### src/rtl/shift_unit_seq.sv
// Sequential shifter: one bit position per clock for SLL/SRL/SRA/ROR/ROL.
// It uses a start/done handshake; busy covers the SHIFT and DONE states.
module shift_unit_seq #(
    parameter int WIDTH = 32,
    parameter int AMT_W = 5
) (
    input  logic             clk,
    input  logic             reset,
    input  logic             start,
    input  logic [2:0]       op,
    input  logic [WIDTH-1:0] data_in,
    input  logic [AMT_W-1:0] shift_amt,
    output logic             busy,
    output logic             done,
    output logic [WIDTH-1:0] result
);

    typedef enum logic [1:0] {
        S_IDLE  = 2'd0,
        S_SHIFT = 2'd1,
        S_DONE  = 2'd2
    } state_t;

    localparam logic [2:0] OP_SLL = 3'd0;
    localparam logic [2:0] OP_SRL = 3'd1;
    localparam logic [2:0] OP_SRA = 3'd2;
    localparam logic [2:0] OP_ROR = 3'd3;
    localparam logic [2:0] OP_ROL = 3'd4;

    state_t           state_q, state_d;
    logic [WIDTH-1:0] result_q, result_d;
    logic [AMT_W-1:0] cnt_q, cnt_d;
    logic [2:0]       op_q, op_d;

    always_ff @(posedge clk) begin
        if (reset) begin
            state_q  <= S_IDLE;
            result_q <= '0;
            cnt_q    <= '0;
            op_q     <= '0;
        end else begin
            state_q  <= state_d;
            result_q <= result_d;
            cnt_q    <= cnt_d;
            op_q     <= op_d;
        end
    end

    always_comb begin
        state_d  = state_q;
        result_d = result_q;
        cnt_d    = cnt_q;
        op_d     = op_q;
        unique case (state_q)
            S_IDLE: begin
                if (start) begin
                    result_d = data_in;
                    op_d     = op;
                    cnt_d    = shift_amt;
                    // Zero count and the pass-through codes skip straight to DONE.
                    if (shift_amt == '0 || op > OP_ROL) begin
                        state_d = S_DONE;
                    end else begin
                        state_d = S_SHIFT;
                    end
                end
            end
            S_SHIFT: begin
                case (op_q)
                    OP_SLL:  result_d = {result_q[WIDTH-2:0], 1'b0};
                    OP_SRL:  result_d = {1'b0, result_q[WIDTH-1:1]};
                    OP_SRA:  result_d = {result_q[WIDTH-1], result_q[WIDTH-1:1]};
                    OP_ROR:  result_d = {result_q[0], result_q[WIDTH-1:1]};
                    OP_ROL:  result_d = {result_q[WIDTH-2:0], result_q[WIDTH-1]};
                    default: result_d = result_q;
                endcase
                cnt_d = cnt_q - AMT_W'(1);
                if (cnt_q == AMT_W'(1)) begin
                    state_d = S_DONE;
                end
            end
            S_DONE: begin
                state_d = S_IDLE;
            end
            default: begin
                state_d = S_IDLE;
            end
        endcase
    end

    assign busy   = (state_q == S_SHIFT) || (state_q == S_DONE);
    assign done   = (state_q == S_DONE);
    assign result = result_q;

endmodule

### config.mk
export PLATFORM = sky130hd
export DESIGN_NAME = shift_unit_seq
export DESIGN_NICKNAME = d
export VERILOG_FILES = /design/src/rtl/shift_unit_seq.sv
export SDC_FILE = /design/constraint.sdc
export NUM_CORES = 1
export LEC_CHECK = 0
export ABC_AREA = 0
export BUFFER_PORTS_ARGS = -buffer_cell sky130_fd_sc_hd__buf_4
export CAP_MARGIN = 20
export CORE_ASPECT_RATIO = 1.4
export CORE_MARGIN = 1
export CORE_UTILIZATION = 45
export CTS_CLUSTER_SIZE = 10
export DETAILED_ROUTE_END_ITERATION = 8
export PLACE_DENSITY = 0.71
export SETUP_SLACK_MARGIN = 0.4
export SYNTH_ARGS = -nofsm -noshare
export SYNTH_HDL_FRONTEND = slang
export SYNTH_SLANG_ARGS = --single-unit
export TNS_END_PERCENT = 10
### constraint.sdc
create_clock -name clk -period 4.3 [get_ports clk]
set_clock_uncertainty 0.15 [all_clocks]
set_input_delay 0.86 -clock clk [delete_from_list [all_inputs] [get_ports clk]]
set_output_delay 0.86 -clock clk [all_outputs]
set_load 0.03 [all_outputs]
==> summary.txt <==
Critical Path AT = 2.45 ns
Setup_tns = 0 ns
Ports = 77
Slew headroom = 32.7%
RSZ-0062 raised after global routing = no
Avg Cell Area, Syn = 8.44 um2
DIE WIDTH = 67.1 um
Routed Antenna Nets = 0
Post-Syn Nets = 364
Worst setup path category = register to register
Synth area leader = dfxtp_1
Met3 usage = 4.88%
Setup repair bufs after CTS = 0
Total core area = 0.00561 mm2
Final hold violations = 0
Synth warn = 0
Largest cells by area after synthesis = dfxtp_1, a32o_1, mux2_2
GRT Total Usage = 23.1%
Main synth FF type = dfxtp_1
Resized Gates After CTS = 0
ANT cells = 0
# rows = 32
Filler Cells Inserted = 555
Crit path capture type = register
Hpwl dp = 4500 um
Initial Util = 47.6%
GRT met1 Usage = 30.5%
#FFs+latches synth = 42
Largest net degree at the start of global routing = 76
Die area = 0.00624 mm2
Crit path cell chain = inv_1 -> ha_1 -> mux2i_4 -> or2_1 -> o32ai_1
Cell Area, Synth = 0.00267 mm2
Post-synth EDFFs = 0
Final wirelength = 6800 um
Initial antenna violation count = 0
CP Buf/Inv Count = 1
Most frequent cell after synthesis = dfxtp_1
Initial DRC count = 152
Max cap viols = 0
Htree depth = 2
Hold Crit Class = register to register
Tmin final = 2.44 ns
Netlist cell types = 44
Synth top area share = 31.5%
GP Congestion = 0.744
Overall power = 1.15 mW
Clk buf depth = 2
Dpl cells = 433
Area grow syn2layout = 24.2%
Part of the Yosys area used for sequential elements = 31.5%
GRT Residual Overflow = 0
Met2 GRT Util = 36.0%
Worst slew pin tran = 1.01 ns
CP peak stage delay = 0.61 ns
CTS tree = built
CTS Buf Count = 5
Vias = 2584
Critical-path top delay cell = or2_1
Number of global-route vias before repair = 2429
Pre-Repair DR Iteration Count = 4
LEAKAGE = 1.32 nW
CP Max Fanout = 20
Cts hold-fix bufs = 0
Achievable clock frequency = 0.410 GHz
Nets = 420
Clock Latency Late Sink = 0.30 ns
Die Y = 93.1 um
CTS root buf = clkbuf_8
Busiest grt layer = met2
Vias per Instance = 5.87
Finished Layout Cells = 440
Cell Pwr Density = 347 mW/mm2
Layout cells sized above 1 = 28.8%
Finish-stage setup viols = 0
Final Core Density = 59.1%
Slew Viols, Final = 0
First-pass GRT wire length = 11300 um
I/O Buffers = 76
Worst Hold Slack = 0.340 ns
Multi-input gate area = 0.00166 mm2
Drt wl/cell = 15.5 um
Clk slew on worst S/H paths = 0.08 ns
Clk sinks = 42
Ys async rst share = 0%
Worst Path Required = 4.30 ns
FF+latch area = 841 um2
Period Utilization, post-route = 56.8%
Cells after Synth = 316
Most frequent cells after synthesis = dfxtp_1, nor2_1, nand2b_1
Drc violations = 0
CP Launch Type = register
Peak VDD IR = 0.227 mV
Crit path max-delay family = simple AND/OR/NAND/NOR gates
Status = completed
==> stage by stage <==
stage	cell area, um2	setup WS, ns
3_5_place_dp	3240	1.71
2_1_floorplan	2670	2.21
4_1_cts	3310	1.84
5_1_grt	3310	1.69
6_report	3310	1.86
3_3_place_gp	3240	1.74
==> layout make-up <==
class,count,area share (%)
clock buffers,7,2.30
flip-flops and latches,42,25.4
well taps,68,2.57
multi-input cells,229,50.2
inverters,15,1.70
repair buffers,79,17.9
==> cells by family after synthesis <==
kind of cell / synth area share, %
compound gates: 19.9
fa+ha+maj: 2.35
buf+inv: 7.18
flops: 31.5
mux: 10.9
simple gates: 28.2
==> flip-flops by register name (all words and copies together) (netlist names) <==
| name | count |
|---|---|
| cnt_q | 5 |
| op_q | 3 |
| result | 32 |
| state_q | 2 |
==> worst min-delay path, stage by stage (launching register included) <==
cell	delay (ns)
dfxtp_1	0.32
inv_1	0.05
o32ai_1	0.07
==> report_power, final <==
part	switching, mW	internal [mW]
clock	0.137	0.112
sequential	0.0384	0.434
combinational	0.241	0.188
total	0.416	0.734
==> worst paths after layout <==
kind	start	to	slack [ns]	cells after the start
setup / recovery	state_q[1]	result[31]	1.86	5
hold / removal	result[25]	result[25]	0.34	2
setup reg to reg	state_q[1]	result[31]	1.86	5
hold reg to reg	result[25]	result[25]	0.34	2
==> cells in the final DEF, fill, tap and decap left out, types with 7 or more instances in the layout <==
cell / Yosys / routed
nor2_1: 36 / 36
a32o_1: 19 / 19
nor2b_1: 7 / 7
buf_4: 2 / 79
nor4_1: 17 / 17
mux2i_1: 11 / 10
a21oi_1: 7 / 7
inv_1: 15 / 15
dfxtp_1: 42 / 42
mux2_2: 16 / 16
o32ai_1: 16 / 16
nand2b_1: 28 / 28
or4_1: 14 / 14
nand2_1: 10 / 10
==> metal layers <==
layer	part of all wire [%]	vias to the layer above
met5	0	-
met4	1.7	0
met3	4.9	7
met2	49	64
met1	44	1219
li1	-	1294
(Power assumes the default switching activity.)
